`config.mk`:
```
export PLATFORM = sky130hd
export DESIGN_NAME = msg_scheduler
export DESIGN_NICKNAME = d
export VERILOG_FILES = /design/src/rtl/msg_sched_pkg.sv /design/src/rtl/msg_rr_arbiter.sv /design/src/rtl/msg_scheduler.sv
export SDC_FILE = /design/constraint.sdc
export NUM_CORES = 1
export LEC_CHECK = 0
export ABC_AREA = 1
export ABC_CLOCK_PERIOD_IN_PS = 4700
export CORE_MARGIN = 5
export CORE_UTILIZATION = 58
export CTS_CLUSTER_DIAMETER = 100
export CTS_CLUSTER_SIZE = 10
export DETAILED_ROUTE_END_ITERATION = 10
export PLACE_DENSITY = 0.86
export SLEW_MARGIN = 5
export SYNTH_ARGS = -nofsm -noshare
export SYNTH_HDL_FRONTEND = slang
export SYNTH_SLANG_ARGS = --single-unit
```
`constraint.sdc`:
```
create_clock -name clk_50M -period 4.7 [get_ports clk_50M]
set_input_delay 0.705 -clock clk_50M [delete_from_list [all_inputs] [get_ports clk_50M]]
set_output_delay 0.705 -clock clk_50M [all_outputs]
set_load 0.02 [all_outputs]
```
`src/rtl/msg_sched_pkg.sv`:
```
// Shared types and constants for the message scheduler.
package msg_sched_pkg;

  typedef enum logic [2:0] {
    S_IDLE,
    S_WAIT_BYTE,
    S_SEND,
    S_WAIT_TX,
    S_GAP
  } state_t;

  localparam logic [7:0] END_CHAR_DEF = 8'h23;

  // Requester slots; REQ_END outranks the three formatters.
  localparam logic [1:0] REQ_FAULT   = 2'd0;
  localparam logic [1:0] REQ_PICKUP  = 2'd1;
  localparam logic [1:0] REQ_DEPOSIT = 2'd2;
  localparam logic [1:0] REQ_END     = 2'd3;

  // Round-robin slot p+k over the three formatter slots (0..2).
  function automatic logic [1:0] rr_add(input logic [1:0] p, input int k);
    int s;
    s = int'(p) + k;
    if (s >= 3) s = s - 3;
    return 2'(s);
  endfunction

endpackage

```
`src/rtl/msg_rr_arbiter.sv`:
```
// Strict priority for the end-run requester, round-robin over the rest.
module msg_rr_arbiter
  import msg_sched_pkg::*;
(
  input  logic [3:0] req,
  input  logic [1:0] ptr,
  output logic [3:0] grant
);

  // Pick req[3] if set, else first requester at or after ptr (wrapping 2->0).
  always_comb begin
    grant = '0;
    if (req[REQ_END]) begin
      grant[REQ_END] = 1'b1;
    end else begin
      for (int k = 0; k < 3; k++) begin
        if (grant == 4'd0 && req[rr_add(ptr, k)]) grant[rr_add(ptr, k)] = 1'b1;
      end
    end
  end

endmodule

```
`src/rtl/msg_scheduler.sv`:
```
// Frames bytes from one of four requesters onto a shared UART, then enforces
// an idle gap before the next frame.
module msg_scheduler
  import msg_sched_pkg::*;
#(
  parameter int         TIMEOUT    = 50000,
  parameter int         GAP_CYCLES = 4340,
  parameter int         MAX_LEN    = 16,
  parameter logic [7:0] END_CHAR   = END_CHAR_DEF
) (
  input  logic        clk_50M,
  input  logic        rst_n,
  input  logic [3:0]  req,
  input  logic [3:0]  byte_valid,
  input  logic [31:0] byte_data,
  output logic [3:0]  byte_ready,
  output logic [3:0]  gnt,
  output logic [7:0]  tx_data,
  output logic        tx_start,
  input  logic        tx_busy,
  output logic        frame_done,
  output logic        frame_err,
  output logic [1:0]  active_id
);

  localparam int GW = (GAP_CYCLES > 1) ? $clog2(GAP_CYCLES) : 1;

  state_t        state, state_nx;
  logic [1:0]    rr_ptr;
  logic [4:0]    byte_cnt;
  logic [15:0]   to_cnt;
  logic [GW-1:0] gap_cnt;
  logic          first_tx;
  logic [3:0]    arb_gnt;
  logic [1:0]    arb_id;
  logic          timeout_hit, tx_idle, last_end, len_hit, to_gap;

  msg_rr_arbiter u_arb (
    .req   (req),
    .ptr   (rr_ptr),
    .grant (arb_gnt)
  );

  // One-hot arbiter grant to requester index.
  always_comb begin
    case (arb_gnt)
      4'b0001: arb_id = REQ_FAULT;
      4'b0010: arb_id = REQ_PICKUP;
      4'b0100: arb_id = REQ_DEPOSIT;
      default: arb_id = REQ_END;
    endcase
  end

  assign timeout_hit = (to_cnt == 16'(TIMEOUT));
  // UART busy is not yet visible in the first WAIT_TX cycle.
  assign tx_idle     = !first_tx && !tx_busy;
  assign last_end    = (tx_data == END_CHAR);
  assign len_hit     = (byte_cnt == 5'(MAX_LEN - 1));
  assign to_gap      = (state != S_GAP) && (state_nx == S_GAP);

  // State register.
  always_ff @(posedge clk_50M or negedge rst_n) begin
    if (!rst_n) state <= S_IDLE;
    else        state <= state_nx;
  end

  // Next state and per-state strobes.
  always_comb begin
    state_nx   = state;
    byte_ready = '0;
    tx_start   = 1'b0;
    frame_done = 1'b0;
    frame_err  = 1'b0;
    case (state)
      S_IDLE: if (|req) state_nx = S_WAIT_BYTE;
      S_WAIT_BYTE: begin
        if (timeout_hit) begin
          frame_err = 1'b1;
          state_nx  = S_GAP;
        end else begin
          byte_ready[active_id] = !tx_busy;
          if (byte_valid[active_id] && !tx_busy) state_nx = S_SEND;
        end
      end
      S_SEND: begin
        tx_start = 1'b1;
        state_nx = S_WAIT_TX;
      end
      S_WAIT_TX: begin
        if (tx_idle) begin
          if (last_end) begin
            frame_done = 1'b1;
            state_nx   = S_GAP;
          end else if (len_hit) begin
            frame_err = 1'b1;
            state_nx  = S_GAP;
          end else begin
            state_nx = S_WAIT_BYTE;
          end
        end
      end
      S_GAP: if (gap_cnt == GW'(GAP_CYCLES - 1)) state_nx = S_IDLE;
      default: state_nx = S_IDLE;
    endcase
  end

  // Grant, byte latch, counters and round-robin pointer.
  always_ff @(posedge clk_50M or negedge rst_n) begin
    if (!rst_n) begin
      gnt       <= '0;
      active_id <= '0;
      tx_data   <= '0;
      rr_ptr    <= '0;
      byte_cnt  <= '0;
      to_cnt    <= '0;
      gap_cnt   <= '0;
      first_tx  <= 1'b0;
    end else begin
      case (state)
        S_IDLE: begin
          if (|req) begin
            gnt       <= arb_gnt;
            active_id <= arb_id;
            byte_cnt  <= '0;
            to_cnt    <= '0;
          end
        end
        S_WAIT_BYTE: begin
          if (state_nx == S_SEND) tx_data <= byte_data[{active_id, 3'b000} +: 8];
          else                    to_cnt  <= to_cnt + 16'd1;
        end
        S_SEND: first_tx <= 1'b1;
        S_WAIT_TX: begin
          first_tx <= 1'b0;
          if (state_nx == S_WAIT_BYTE) begin
            byte_cnt <= byte_cnt + 5'd1;
            to_cnt   <= '0;
          end
        end
        S_GAP: gap_cnt <= gap_cnt + GW'(1);
        default: ;
      endcase
      // Frame end (done or error): drop grant, start gap, advance pointer
      // past a formatter; end-run frames leave the pointer alone.
      if (to_gap) begin
        gnt     <= '0;
        gap_cnt <= '0;
        if (active_id != REQ_END) rr_ptr <= rr_add(active_id, 1);
      end
    end
  end

endmodule

```
==> key figures, run 1 <==
Status
  • Status: completed

Place
  • Final GP Congestion: 0.880
  • Number of instances in the placed design: 634
  • Input/output buffers: 63
  • Pre-CTS WS: 1540 ps
  • Placed Area: 4400 µm²
  • HPWL after DPL: 6500 µm

Layout
  • Most frequent cells in the layout: nor2_1 (77), nand2_1 (72), clkdlybuf4s50_1 (62), nand3_1 (57), dfrtp_1 (54)
  • Fin area: 4490 µm²
  • Most common cell after layout, fill and taps aside: nor2_1
  • Layout area overhead: 19.7%
  • Net count, final: 621
  • Final Non-Filler Cells: 642
  • Antenna diode count: 0
  • Layout cells sized above 1: 0.145
  • Final core occ: 0.712

Yosys
  • Seq cells post-synth: 54
  • Syn avg cell area: 7.44 µm²
  • Cell count after synthesis: 505
  • Seq/Total Area, Yosys: 0.360
  • Yosys warns: 0
  • Cell variety after synth: 36
  • Synthesized area: 3750 µm²
  • Post-Syn Nets: 562

Floorplanning
  • Core Box Area: 6310 µm²
  • Die W: 90.5 µm
  • Site Rows: 29
  • Boundary pin count: 64
  • Full die area: 8180 µm²
  • Die height: 90.5 µm
  • Starting Density: 0.595

Routing
  • Detail-routed via count per cell: 5.46
  • DR iter-0 viols: 164
  • DRT antenna net count: 0
  • Drt total wl: 8420 µm
  • Drt pass-1 iters: 5
  • Residual DRC: 0
  • Via count: 3504
  • Mean routed wirelength per cell: 13.1 µm

Clocking
  • Hold buffer count at CTS: 0
  • Sink Count: 54
  • Post-CTS setup buffers: 0
  • Clk_lat worst skew: 310 ps
  • Cts bufs inserted: 5
  • CTS root buffer: clkbuf_8
  • # resized after CTS: 0
  • Clock Tree Buf Depth: 2
  • H-tree Lvls: 2
  • Clock-pin transition on the worst setup and hold timing paths: 100 ps
  • CTS tree: yes

Timing
  • Achievable frequency: 297 MHz
  • Worst slew pin tran: 734 ps
  • RSZ-0062 raised after global routing: false
  • Slew headroom: 0.510
  • Setup TNS: 0 ps
  • Fin. Hold Viols: 0
  • Clock skew: 11.6 ps
  • Fin crit share: 0.717
  • Final worst slack: 1330 ps
  • Final setup vio count: 0
  • Max-slew violations: 0
  • Minimum clock period: 3370 ps

Setup path
  • CP Cell Sequence: inv_1, ha_1, nor3b_1, clkdlybuf4s50_1
  • CP Max Fanout: 24
  • R2r setup slk: 1720 ps
  • Worst Setup Start Kind: register
  • WP data arrival: 2660 ps
  • Crit Reg-Reg Endpoint: to_cnt[10]
  • R2r startpoint: active_id[0]
  • Worst Path Required: 3990 ps
  • Cell depth of the worst flop-to-flop path: 11
  • CP Capture Type: output port
  • Slowest stage cell, crit path: dfrtp_1
  • Kind of critical path: reg2out
  • Crit path largest cell delay: 830 ps

Global route
  • Grt total ovfl: 0
  • Initial antenna violation count: 0
  • Number of global-route vias before repair: 3333
  • First-pass GRT wire length: 14600 µm
  • Largest net degree at the start of global routing: 55
  • Tot GR Track Use: 0.209

Power and ir drop
  • Worst vdd ir: 0.265 mV
  • Pwr dens: 439 nW/µm²
  • Pleak: 1.95 nW

Min path
  • Hold WC Path Type: reg2reg
  • Worst Hold End: gap_cnt[7]
  • Hold Path Depth: 1
  • Min-delay src: gap_cnt[7]

Flow run
  • Max Cap Viol: 0
synth_stat cells (all sizes together):
cell type | count | share of area
nand3 | 58 | 0.079
o22ai | 2 | 0.0033
o21bai | 1 | 0.0050
ha | 14 | 0.047
clkbuf | 4 | 0.0040
nor3 | 14 | 0.024
a21oi | 6 | 0.0090
nand3b | 2 | 0.0040
o211ai | 1 | 0.0020
buf | 8 | 0.019
dfrtp | 54 | 0.36
xnor2 | 1 | 0.0023
nor3b | 6 | 0.012
o2111ai | 1 | 0.0040
o21ai | 56 | 0.091
xor2 | 10 | 0.023
clkinv | 1 | 0.0013
nor2 | 88 | 0.099
a31oi | 8 | 0.013
nor4 | 6 | 0.010
or2 | 7 | 0.012
nand2 | 90 | 0.10
nand4 | 9 | 0.015
inv | 58 | 0.058
worst max-delay path by stage:
stage / to / start
2_1_floorplan: byte_ready[2] / active_id[0]
3_3_place_gp: frame_err / tx_busy
3_5_place_dp: frame_err / tx_busy
4_1_cts: byte_ready[0] / active_id[0]
5_1_grt: byte_ready[0] / active_id[0]
6_report: byte_ready[0] / active_id[0]
cell type report:
cell class                      count  area [µm²]
Multi-Input combinational cell    380        2090
Fill cell                         535        1820
Sequential cell                    54        1350
Timing Repair Buffer               64         633
Inverter                           59         223
Tap cell                           77        96.3
Clock buffer                        7        86.3
Clock inverter                      1        8.76
kinds of logic (layout without fill, tap and decap cells):
family                   after synthesis  count (layout)  share of synthesized area
buffers and inverters                 71             131                     0.0823
AO/OA/AOI/OAI                         75              75                      0.127
XOR/XNOR                              11              11                     0.0257
adder cells (fa/ha/maj)               14              14                     0.0467
AND/OR/NAND/NOR                      280             280                      0.358
flip-flops                            54              54                      0.360
per-stage QoR:
| step | total power [mW] | hold slack [ps] |
|---|---|---|
| after global placement | 1.67 | 466 |
| after CTS | 1.98 | 484 |
| after floorplan | 1.43 | 409 |
| after global routing | 2.13 | 527 |
| after detailed placement | 1.70 | 467 |
| final | 1.97 | 488 |
metal layers:
layer | vias up | wire, µm | track usage
met5 | - | 0 | 0
li1 | 1784 | - | -
met4 | 0 | 98 | 0.0608
met3 | 7 | 521 | 0.0408
met2 | 104 | 4090 | 0.357
met1 | 1609 | 3710 | 0.267
flip-flops by register name, indices dropped and copies added, names as in the netlist:
register	count
tx_data	8
state	3
active_id	2
first_tx	1
gap_cnt	13
gnt	4
rr_ptr	2
byte_cnt	5
to_cnt	16
power breakdown:
| group | total (mW) | switching, mW | internal, mW |
|---|---|---|---|
| Clock | 0.277 | 0.155 | 0.122 |
| Combinational | 0.993 | 0.624 | 0.369 |
| Sequential | 0.702 | 0.136 | 0.565 |
worst max-delay path: cells and delay by family (launching register included):
| family | cells | cell delay (ps) |
|---|---|---|
| adders and majority gates | 1 | 340 |
| buffers and inverters | 2 | 1040 |
| DFF | 1 | 830 |
| and+or+nand+nor | 1 | 130 |
Note: power is estimated with default switching activity, not from simulation.
==> run 2: changes to the inputs <==
--- a/config.mk
+++ b/config.mk
@@ -6,13 +6,13 @@
 export NUM_CORES = 1
 export LEC_CHECK = 0
 export ABC_AREA = 1
-export ABC_CLOCK_PERIOD_IN_PS = 4700
+export ABC_CLOCK_PERIOD_IN_PS = 3200
 export CORE_MARGIN = 5
-export CORE_UTILIZATION = 58
+export CORE_UTILIZATION = 54
 export CTS_CLUSTER_DIAMETER = 100
 export CTS_CLUSTER_SIZE = 10
 export DETAILED_ROUTE_END_ITERATION = 10
-export PLACE_DENSITY = 0.86
+export PLACE_DENSITY = 0.81
 export SLEW_MARGIN = 5
 export SYNTH_ARGS = -nofsm -noshare
 export SYNTH_HDL_FRONTEND = slang
==> constraint.sdc (replaced) <==
create_clock -name clk_50M -period 3.2 [get_ports clk_50M]
set_input_delay 0.48 -clock clk_50M [delete_from_list [all_inputs] [get_ports clk_50M]]
set_output_delay 0.48 -clock clk_50M [all_outputs]
set_load 0.02 [all_outputs]
==> key figures, run 2 (same netlist as run 1, synthesis figures left out) <==
Place
  • HPWL after DPL: 6500 µm
  • Pre-CTS WS: 525 ps
  • Number of instances in the placed design: 657
  • Input/output buffers: 63
  • Final GP Congestion: 0.907

Global route
  • Tot GR Track Use: 0.204
  • First-pass GRT wire length: 14700 µm
  • Largest net degree at the start of global routing: 33
  • Initial antenna violation count: 0
  • Grt total ovfl: 0
  • Number of global-route vias before repair: 3385

Routing
  • Via count: 3483
  • Drt total wl: 8300 µm
  • Residual DRC: 0
  • Drt pass-1 iters: 5
  • Mean routed wirelength per cell: 12.5 µm
  • Detail-routed via count per cell: 5.24
  • DR iter-0 viols: 163
  • DRT antenna net count: 0

Clocking
  • Sink Count: 54
  • Post-CTS setup buffers: 0
  • H-tree Lvls: 2
  • CTS root buffer: clkbuf_8
  • CTS tree: yes
  • Clock Tree Buf Depth: 2
  • Cts bufs inserted: 5
  • Clk_lat worst skew: 310 ps
  • # resized after CTS: 0
  • Hold buffer count at CTS: 0
  • Clock-pin transition on the worst setup and hold timing paths: 100 ps

Timing
  • Worst hold slack: 121 ps
  • Worst slew pin tran: 542 ps
  • Fin crit share: 0.882
  • Slew headroom: 0.639
  • Final setup vio count: 0
  • Achievable frequency: 354 MHz
  • Minimum clock period: 2820 ps
  • Fin. Hold Viols: 0
  • Max-slew violations: 0
  • Setup TNS: 0 ps
  • Clock skew: 7.07 ps
  • Final worst slack: 379 ps
  • RSZ-0062 raised after global routing: false

Power and ir drop
  • Pwr dens: 650 nW/µm²
  • Pleak: 1.97 nW
  • Worst vdd ir: 0.464 mV

Setup path
  • Worst Path Buf+Inv: 2
  • Worst Path Required: 2720 ps
  • R2r setup slk: 690 ps
  • CP Cell Sequence: inv_1, ha_1, nand3_1, nor2_1, nand2_1, nand2_2, nor3b_1, clkdlybuf4s50_1
  • CP Capture Type: output port
  • Kind of critical path: reg2out
  • Crit path largest cell delay: 650 ps
  • WP data arrival: 2340 ps
  • Slowest stage cell, crit path: clkdlybuf4s50_1
  • Worst Setup Start Kind: register
  • CP Max Fanout: 5
  • Crit path max-delay family: buffers and inverters

Flow run
  • Max Cap Viol: 0

Layout
  • Most frequent cells in the layout: nor2_1 (77), nand2_1 (72), clkdlybuf4s50_1 (62), nand3_1 (57), dfrtp_1 (54)
  • Most common cell after layout, fill and taps aside: nor2_1
  • Final core occ: 0.671
  • Final Non-Filler Cells: 665
  • Sequential cell area: 1350 µm²
  • Antenna diode count: 0
  • Max reg flops: 16
  • Layout area overhead: 21.5%
  • Top Registers: to_cnt: 16 flops, gap_cnt: 13 flops, tx_data: 8 flops
  • Most flops, register: to_cnt
  • Net count, final: 625
  • Fillcell total: 602
  • Layout cells sized above 1: 0.151
  • Area occupied by multi-input gates: 2090 µm²

Floorplanning
  • Die W: 93.4 µm
  • Starting Density: 0.553
  • Boundary pin count: 64
  • Full die area: 8720 µm²
  • Site Rows: 30
  • Core Box Area: 6790 µm²
  • Die height: 93.4 µm

Status
  • Status: completed

Min path
  • Hold WC Path Type: in2async
==> run 2: cell types whose count changed in the layout (fill, tap and decap cells not counted) <==
| cell | before | now |
|---|---|---|
| bufinv_16 | 0 | 1 |
| buf_4 | 1 | 5 |
| inv_6 | 1 | 0 |
| clkbuf_8 | 6 | 5 |
| clkinvlp_4 | 0 | 1 |
==> run 2: metrics by stage <==
| step | area [µm²] | total power [mW] |
|---|---|---|
| floorplan | 3750 | 2.09 |
| global placement | 4450 | 2.49 |
| detailed placement | 4450 | 2.53 |
| CTS | 4560 | 2.99 |
| global route | 4560 | 3.21 |
| finish | 4560 | 2.96 |
==> run 2: power breakdown <==
| group | internal, mW | total (mW) | leakage, nW | switching (mW) |
|---|---|---|---|---|
| clock | 0.234 | 0.460 | 0.0514 | 0.226 |
| combinational | 0.568 | 1.52 | 1.26 | 0.948 |
| sequential | 0.831 | 0.988 | 0.657 | 0.157 |
| total | 1.63 | 2.96 | 1.97 | 1.33 |
==> run 2: worst reg2reg max path, cell delays in order (launching register included) <==
cell	delay, ps
dfrtp_1	690
inv_2	220
nor2_1	140
o21ai_1	80
a21oi_2	220
nand3_2	100
clkinv_2	200
nor2_2	70
nand2_2	70
nand2_2	60
nand2_4	370
nand2_1	140
o21ai_2	80
==> run 2: layout make-up <==
class,count,share of cell area
sequential,54,0.296
multi-input combinational,380,0.459
tap,96,0.0263
clock buffer,6,0.0159
inverter,59,0.0488
timing repair buffer,68,0.145
clock inverter,2,0.00823
==> run 2: worst paths after layout <==
| check | from | to | cells after the start |
|---|---|---|---|
| worst min register to register | gap_cnt[7] | gap_cnt[7] | 1 |
| min in group clk_50M | gap_cnt[7] | gap_cnt[7] | 1 |
| worst max-delay path | to_cnt[0] | byte_ready[1] | 8 |
| max in group asynchronous | rst_n | to_cnt[8] | 2 |
| worst max register to register | active_id[1] | to_cnt[9] | 12 |
| worst min-delay path | rst_n | gnt[3] | 1 |
==> run 2: metal layers <==
| metal | global-route usage | up-vias | part of all wire |
|---|---|---|---|
| met5 | 0 | - | 0 |
| met4 | 0.0562 | 0 | 0.016 |
| met3 | 0.0378 | 9 | 0.049 |
| met2 | 0.339 | 72 | 0.46 |
| met1 | 0.273 | 1606 | 0.47 |
| li1 | - | 1796 | - |
